--- src/rtl/sub_pkg.sv ---
// Shared types and default widths for the serial subtractor.
package sub_pkg;

  typedef enum logic [1:0] {
    IDLE = 2'd0,
    CALC = 2'd1,
    DONE = 2'd2
  } sub_state_t;

  localparam int SUB_NUM_BITS   = 16;
  localparam int SUB_DIGIT_BITS = 4;

endpackage

--- src/rtl/adder_nbit.sv ---
// N-bit ripple-carry adder; used here as the per-digit datapath of the subtractor.
module adder_nbit #(
  parameter int N = 4
) (
  input  logic [N-1:0] a,
  input  logic [N-1:0] b,
  input  logic         carry_in,
  output logic [N-1:0] sum,
  output logic         carry_out
);

  logic [N:0] c;

  always_comb begin
    sum  = '0;
    c    = '0;
    c[0] = carry_in;
    for (int i = 0; i < N; i++) begin
      sum[i]   = a[i] ^ b[i] ^ c[i];
      c[i+1]   = (a[i] & b[i]) | (c[i] & (a[i] ^ b[i]));
    end
  end

  assign carry_out = c[N];

endmodule

--- src/rtl/serial_subtractor_16bit.sv ---
// Digit-serial two's-complement subtractor: difference = a - b, computed as
// a + ~b + 1 one digit per cycle through adder_nbit.
module serial_subtractor_16bit
  import sub_pkg::*;
#(
  parameter int NUM_BITS   = SUB_NUM_BITS,
  parameter int DIGIT_BITS = SUB_DIGIT_BITS
) (
  input  logic                clk,
  input  logic                n_rst,
  input  logic                start,
  input  logic [NUM_BITS-1:0] a,
  input  logic [NUM_BITS-1:0] b,
  output logic                busy,
  output logic                done,
  output logic [NUM_BITS-1:0] difference,
  output logic                borrow,
  output logic                overflow,
  output sub_state_t          state_dbg
);

  // Handshake: start is accepted on a rising edge while in IDLE or DONE (ignored
  // in CALC); busy is high for the DIGITS compute cycles; done is a one-cycle
  // pulse and the new difference/borrow/overflow are already valid during it.

  localparam int DIGITS = NUM_BITS / DIGIT_BITS;
  localparam int CNT_W  = (DIGITS > 1) ? $clog2(DIGITS) : 1;
  localparam int MSB    = NUM_BITS - 1;

  if (NUM_BITS % DIGIT_BITS != 0) begin : g_bad_width
    $error("NUM_BITS must be an exact multiple of DIGIT_BITS");
  end

  sub_state_t state, state_next;

  logic [NUM_BITS-1:0]            a_reg, b_reg, res_reg;
  logic                           carry, a_msb, b_msb;
  logic [CNT_W-1:0]               cnt;
  logic [DIGIT_BITS-1:0]          digit_sum;
  logic                           digit_cout;
  logic [NUM_BITS+DIGIT_BITS-1:0] res_cat;
  logic [NUM_BITS-1:0]            res_next;
  logic                           accept, last_digit;

  assign accept     = start && (state == IDLE || state == DONE);
  assign last_digit = (cnt == CNT_W'(DIGITS - 1));

  adder_nbit #(.N(DIGIT_BITS)) u_digit_adder (
    .a         (a_reg[DIGIT_BITS-1:0]),
    .b         (b_reg[DIGIT_BITS-1:0]),
    .carry_in  (carry),
    .sum       (digit_sum),
    .carry_out (digit_cout)
  );

  // New digit enters at the MSB end so the LSB digit lands at the bottom after DIGITS shifts.
  assign res_cat  = {digit_sum, res_reg};
  assign res_next = res_cat[NUM_BITS+DIGIT_BITS-1:DIGIT_BITS];

  always_ff @(posedge clk or negedge n_rst) begin
    if (!n_rst) state <= IDLE;
    else        state <= state_next;
  end

  always_comb begin
    state_next = state;
    case (state)
      IDLE:    if (start) state_next = CALC;
      CALC:    if (last_digit) state_next = DONE;
      DONE:    state_next = start ? CALC : IDLE;
      default: state_next = IDLE;
    endcase
  end

  always_comb begin
    busy      = (state == CALC);
    done      = (state == DONE);
    state_dbg = state;
  end

  always_ff @(posedge clk or negedge n_rst) begin
    if (!n_rst) begin
      a_reg      <= '0;
      b_reg      <= '0;
      res_reg    <= '0;
      carry      <= 1'b0;
      cnt        <= '0;
      a_msb      <= 1'b0;
      b_msb      <= 1'b0;
      difference <= '0;
      borrow     <= 1'b0;
      overflow   <= 1'b0;
    end else if (accept) begin
      a_reg <= a;
      b_reg <= ~b;
      carry <= 1'b1;
      cnt   <= '0;
      a_msb <= a[MSB];
      b_msb <= b[MSB];
    end else if (state == CALC) begin
      a_reg   <= a_reg >> DIGIT_BITS;
      b_reg   <= b_reg >> DIGIT_BITS;
      res_reg <= res_next;
      carry   <= digit_cout;
      cnt     <= cnt + CNT_W'(1);
      if (last_digit) begin
        difference <= res_next;
        borrow     <= ~digit_cout;
        overflow   <= (a_msb != b_msb) && (res_next[MSB] != a_msb);
      end
    end
  end

`ifndef SYNTHESIS
  always @(posedge clk) begin
    if (n_rst) begin
      assert (!$isunknown(start)) else $error("start is X/Z");
      if (accept) begin
        assert (!$isunknown({a, b})) else $error("operands are X/Z at start");
      end
    end
  end
`endif

endmodule
--- config.mk ---
export PLATFORM = sky130hd
export DESIGN_NAME = serial_subtractor_16bit
export DESIGN_NICKNAME = d
export VERILOG_FILES = /design/src/rtl/sub_pkg.sv /design/src/rtl/adder_nbit.sv /design/src/rtl/serial_subtractor_16bit.sv
export SDC_FILE = /design/constraint.sdc
export NUM_CORES = 1
export LEC_CHECK = 0
export ABC_AREA = 0
export ABC_CLOCK_PERIOD_IN_PS = 3000
export CAP_MARGIN = 20
export CORE_ASPECT_RATIO = 1.1
export CORE_UTILIZATION = 40
export CTS_CLUSTER_SIZE = 14
export DETAILED_ROUTE_END_ITERATION = 16
export GPL_TIMING_DRIVEN = 1
export PLACE_DENSITY = 0.77
export SLEW_MARGIN = 10
export SYNTH_ARGS = -nofsm -noshare
export SYNTH_HDL_FRONTEND = slang
export SYNTH_SLANG_ARGS = --single-unit
--- constraint.sdc ---
create_clock -name clk -period 3 [get_ports clk]
set_input_delay 0.6 -clock clk [delete_from_list [all_inputs] [get_ports clk]]
set_output_delay 0.6 -clock clk [all_outputs]
set_load 0.03 [all_outputs]
==> results.yml, run 1 <==
critical_path:
  reg2reg_depth: 9
  crit_end: "overflow$_DFFE_PN0P_"
  r2r-start: "a_reg[0]$_DFFE_PN0P_"
  cp_common_cell: "fa_1"
  crit_arrival_ns: 2.64
  critPathKind: "flop to flop"
  crit_slowest_cell: "fa_1"
  crit_family: "adder cells"
  end_kind: "flop"
  timing.rr.end: "overflow$_DFFE_PN0P_"
  crit_required_ns: 3.19
  cp.depth: 9
  crit_buf_inv: 2
  path_cells: "fa_1 -> inv_1 -> fa_1 -> inv_1 -> fa_1 -> fa_1 -> nor2b_1 -> a21oi_1 -> o21ai_0"
  crit_path_start: "a_reg[0]$_DFFE_PN0P_"
  r2r_slack_ns: 0.55
  crit_fanout: 4
  critPathLaunchType: "flop"
  max_stage_delay_ns: 0.49
finish:
  fin_util_pct: 54.1
  syn_to_final_growth_pct: 28.2
  nFillCells: 586
  drive_gt1_share_pct: 11.9
  final_area_um2: 3630
  fin_nets: 346
  antenna_cells: 0
  multi_input_area_um2: 993
  seq_area_um2: 1730
synth:
  netlist_area_um2: 2830
  synth_edf_count: 0
  async_flop_share_pct: 100
  synth_mux_area_share_pct: 8.79
  ys_ff_latch: 69
  synth_fa_ha_area_share_pct: 3.27
  synth_seq_area_share_pct: 61.0
  synthXorXnorAreaFrac_pct: 0
  synthCells: 248
  synth_nets: 288
  syn_area_per_cell_um2: 11.4
  yosysUniqueCellTypes: 28
  synth_compound_area_share_pct: 9.99
  synthSimpleGateAreaFrac_pct: 13.0
  yosys_most_used_dff: "dfrtp_1"
  yosysWarnings: 0
  synth_top_family_by_area: "simple AND/OR/NAND/NOR gates"
detailed_routing:
  antenna_left: 0
  drc: 0
  wl_per_cell_um: 14.1
  drt-pass1-iter-count: 4
  drt_iter0_markers: 135
  drt-total-wl_mm: 5.52
  vias: 2007
  via_per_inst: 5.12
pwr:
  power.internal_w: 0.00252
  power_leakage_nw: 1.70
  finalPower_w: 0.00414
  p_sw_w: 0.00161
  clkPwrFrac_pct: 15.2
  p_comb_share_pct: 45.0
  irDropWorstVdd_mv: 0.552
  power_density_nw_per_um2: 1140
  pwr-share-seq_pct: 39.8
  p_sw_share_pct: 39.0
sta:
  period_needed_ns: 2.45
  whs_ns: 0.348
  fin_crit_sh_pct: 81.8
  setup_viol: 0
  rsz0062_at_grt: "false"
  fmax_mhz: 408
  finalSetupTns_ns: 0
  worst_pin_slew_ns: 0.964
  drv_slew: 0
  final_hold_viol_count: 0
  maxSlewHeadroom_pct: 35.5
  skew_ns: 0.00668
placed_design:
  io_buffer_count: 56
  dp_hpwl_mm: 3.81
  placed_area_um2: 3470
  gp_congestion: 0.777
clock_tree:
  clock-sinks: 69
  clk-insertion-delay-late_ns: 0.34
  cts_made_buffers: 9
  cts_tree: "done"
  clk_path_buf_depth: 2
  cts_max_level: 3
  post-cts-setup-buffers: 0
  cts-resized-gates: 0
  cts_root_buffer: "clkbuf_8"
  clkTransAtPathRegs_ns: 0.07
  cts.hold.buffers_added: 0
global_routing:
  grt_pass1_wl_mm: 9.29
  overflow: 0
  grt_max_degree: 36
  gr-usage-all-layers_pct: 16.7
  antenna_found_initial: 0
  grt_pass1_vias: 1958
floorplan:
  die_area_um2: 7420
  dieHeight_um: 90.2
  core_area_um2: 6710
  die_w_um: 82.2
  fp-row-count: 31
  ios: 57
  start_util_pct: 42.2
run:
  cap_viol_max_count: 0
run_status:
  status: "completed"
worst_hold_path:
  hold_path_class: "primary input to async pin"
## kinds of logic (layout without fill, tap and decap cells)
kind of cell	Yosys count	count (layout)
adder cells (fa/ha/maj)	5	5
flip-flops	69	69
AO/OA/AOI/OAI	38	38
multiplexers	23	23
buffers and inverters	22	84
AND/OR/NAND/NOR	91	91
## worst min-delay path by stage
stage,depth (start not counted),end
6_report,1,difference[1]$_DFFE_PN0P_
5_1_grt,1,difference[1]$_DFFE_PN0P_
4_1_cts,1,difference[4]$_DFFE_PN0P_
3_5_place_dp,2,res_reg[4]$_DFFE_PN0P_
3_3_place_gp,2,res_reg[6]$_DFFE_PN0P_
2_1_floorplan,0,a_msb$_DFFE_PN0P_
## Yosys cell counts (2+ instances only)
library cell	n	area (um^2)
a221o_1	7	70.1
a22o_1	4	35.0
a22oi_1	4	30.0
a31oi_1	8	50.1
buf_2	8	40.0
buf_4	3	22.5
clkbuf_1	3	11.3
dfrtp_1	69	1730
fa_1	4	80.1
inv_1	6	22.5
mux2_2	15	169
mux2i_1	8	80.1
nand2_1	64	240
nand2b_1	2	12.5
nand3_1	4	20.0
nor2_1	15	56.3
nor2b_1	3	18.8
o21ai_0	8	40.0
o2bb2ai_1	4	35.0
## per-layer routing
metal	up-vias	track usage, %	part of all wire [%]
met2	76	24.4	46
met3	10	4.37	5.5
met4	0	7.89	2.2
met1	969	22.9	47
met5	-	0	0
li1	952	-	-
## through the flow
step / setup WS [ns] / std cells
6_report: 0.547 / 392
5_1_grt: 0.415 / 392
4_1_cts: 0.525 / 392
3_5_place_dp: 0.524 / 377
3_3_place_gp: 0.573 / 377
2_1_floorplan: 0.666 / 248
## cell usage in the layout, fill, tap and decap left out, types with 2 or more instances in the layout
cell and instances:
nand3_1 4, buf_12 2, o2bb2ai_1 4, clkdlybuf4s50_1 54, fa_1 4, nand2b_1 2
mux2_2 15, dfrtp_1 69, inv_1 6, buf_4 5, nand2_1 64, mux2i_1 8
a31oi_1 8, a22oi_1 4, nor2b_1 3, o21ai_0 8, clkbuf_1 3, clkbuf_8 10
a22o_1 4, clkinv_2 2, nor2_1 15, a221o_1 7
## power groups by stage
| stage | Clock, W | Sequential (W) | Combinational, W |
|---|---|---|---|
| 3_5_place_dp | 0 | 0.00167 | 0.00189 |
| 3_3_place_gp | 0 | 0.00164 | 0.00183 |
| 6_report | 0.000628 | 0.00165 | 0.00186 |
| 2_1_floorplan | 0 | 0.00184 | 0.00108 |
| 5_1_grt | 0.000685 | 0.00170 | 0.00208 |
| 4_1_cts | 0.000647 | 0.00165 | 0.00189 |
## cell type report
type                            instances  share of cell area (%)
Clock inverter                          2                   0.276
Timing Repair Buffer                   62                    17.2
Sequential cell                        69                    47.6
Clock buffer                           13                    4.10
Multi-Input combinational cell        157                    27.4
Tap cell                               82                    2.83
Inverter                                7                   0.724
## worst reg2reg max path, cell delays in order (launching register included)
cell and delay [ns]:
dfrtp_1 0.40, fa_1 0.42, inv_1 0.07, fa_1 0.15
inv_1 0.05, fa_1 0.37, fa_1 0.49, nor2b_1 0.16
a21oi_1 0.12, o21ai_0 0.08
Note: power is estimated with default switching activity, not from simulation.
==> run 2: changes to the inputs <==
--- a/config.mk
+++ b/config.mk
@@ -6,7 +6,7 @@
 export NUM_CORES = 1
 export LEC_CHECK = 0
 export ABC_AREA = 0
-export ABC_CLOCK_PERIOD_IN_PS = 3000
+export ABC_CLOCK_PERIOD_IN_PS = 2300
 export CAP_MARGIN = 20
 export CORE_ASPECT_RATIO = 1.1
 export CORE_UTILIZATION = 40
==> constraint.sdc (replaced) <==
create_clock -name clk -period 2.3 [get_ports clk]
set_input_delay 0.46 -clock clk [delete_from_list [all_inputs] [get_ports clk]]
set_output_delay 0.46 -clock clk [all_outputs]
set_load 0.03 [all_outputs]
==> results.yml, run 2 (synthesis results as in run 1) <==
sta:
  period_needed_ns: 2.37
  setup_viol: 2
  drv_slew: 0
  fmax_mhz: 421
  finalSetupTns_ns: -0.0853
  maxSlewHeadroom_pct: 54.7
  fin_crit_sh_pct: 103
  rsz0062_at_grt: "true"
  whs_ns: 0.0839
  worst_pin_slew_ns: 0.679
  skew_ns: 0.00518
  final_hold_viol_count: 0
  setup_ws_ns: -0.0740
clock_tree:
  cts_tree: "done"
  clk-insertion-delay-late_ns: 0.34
  clk_path_buf_depth: 2
  post-cts-setup-buffers: 0
  cts_max_level: 3
  clock-sinks: 69
  cts_root_buffer: "clkbuf_8"
  cts.hold.buffers_added: 0
  clkTransAtPathRegs_ns: 0.07
  cts_made_buffers: 9
global_routing:
  overflow: 0
  grt_pass1_wl_mm: 9.47
  grt_max_degree: 30
  antenna_found_initial: 0
  grt_pass1_vias: 1944
  gr-usage-all-layers_pct: 17.3
run_status:
  violations: "setup timing"
  status: "finished with violations"
critical_path:
  cp_common_cell: "fa_2"
  max_stage_delay_ns: 0.58
  cp.depth: 9
  critPathLaunchType: "flop"
  path_cells: "fa_2 -> inv_2 -> fa_1 -> inv_1 -> fa_2 -> fa_2 -> nor2b_4 -> a21oi_1 -> o21ai_1"
  crit_required_ns: 2.57
  crit_arrival_ns: 2.65
  crit_fanout: 4
  crit_slowest_cell: "fa_2"
  crit_family: "adder cells"
  critPathKind: "flop to flop"
  reg2reg_depth: 9
  end_kind: "flop"
  crit_buf_inv: 2
detailed_routing:
  drt-total-wl_mm: 5.63
  drc: 0
  via_per_inst: 5.15
  vias: 2039
  drt-pass1-iter-count: 4
  antenna_left: 0
  drt_iter0_markers: 142
  wl_per_cell_um: 14.2
finish:
  antenna_cells: 0
  drive_gt1_share_pct: 15.6
  final_cells: 396
  final_area_um2: 3740
  fin_nets: 349
  syn_to_final_growth_pct: 32.3
  final_common_cell: "dfrtp_1"
  final_cell_mix: "69 x dfrtp_1, 64 x nand2_1, 54 x clkdlybuf4s50_1"
  fin_util_pct: 55.8
floorplan:
  dieHeight_um: 90.2
  die_w_um: 82.2
  core_area_um2: 6710
  ios: 57
  start_util_pct: 42.2
  die_area_um2: 7420
  fp-row-count: 31
placed_design:
  gp_congestion: 0.790
  placed_area_um2: 3490
  io_buffer_count: 56
  dp_hpwl_mm: 3.85
  dp_cells: 380
run:
  cap_viol_max_count: 0
pwr:
  irDropWorstVdd_mv: 0.786
  power_density_nw_per_um2: 1570
  power_leakage_nw: 1.74
worst_hold_path:
  hold_path_class: "primary input to async pin"
## run 2: cell count changes in the layout (fill, tap and decap cells not counted), moves of 2 or more
cell        change
fa_1            -3
clkinvlp_4      +2
fa_2            +3
bufinv_16       +3
buf_4           +4
clkbuf_1        -3
## run 2: repair_timing
item,in CTS,in global routing
setup endpoints to repair,2,4
pin swaps,2,1
resized for setup,0,3
## run 2: metrics by stage
| step | total power [W] | setup slack (ns) |
|---|---|---|
| 2_1_floorplan | 0.00384 | 0.00825 |
| 3_3_place_gp | 0.00456 | -0.0469 |
| 3_5_place_dp | 0.00469 | -0.111 |
| 4_1_cts | 0.00590 | -0.116 |
| 5_1_grt | 0.00632 | -0.199 |
| 6_report | 0.00590 | -0.0740 |
## run 2: report_power, final
group          switching [W]  internal [W]  leakage, nW
combinational        0.00140       0.00115        0.765
sequential          0.000352       0.00179        0.857
clock               0.000457      0.000747        0.119
total                0.00221       0.00369         1.74
## run 2: layout make-up
cell class              instances  area, um^2
well taps                      82         103
multi-input cells             157        1010
fillers                       573        2970
repair buffers                 65         633
inverters                       7        26.3
flip-flops and latches         69        1730
clock buffers                  10         138
clock inverters                 6         110
## run 2: final timing paths
check | start | to | slack (ns)
max in group asynchronous | n_rst | difference[11]$_DFFE_PN0P_ | 1.51
max reg2reg | carry$_DFFE_PN0P_ | overflow$_DFFE_PN0P_ | -0.07
min in group clk | res_reg[6]$_DFFE_PN0P_ | res_reg[6]$_DFFE_PN0P_ | 0.47
max | carry$_DFFE_PN0P_ | overflow$_DFFE_PN0P_ | -0.07
min reg2reg | res_reg[6]$_DFFE_PN0P_ | res_reg[6]$_DFFE_PN0P_ | 0.47
min | n_rst | difference[8]$_DFFE_PN0P_ | 0.08
## run 2: metal layers
| metal | track usage (%) | wire length, um |
|---|---|---|
| met5 | 0 | 0 |
| met4 | 6.87 | 85 |
| met3 | 6.60 | 360 |
| met2 | 23.8 | 2560 |
| met1 | 24.3 | 2620 |
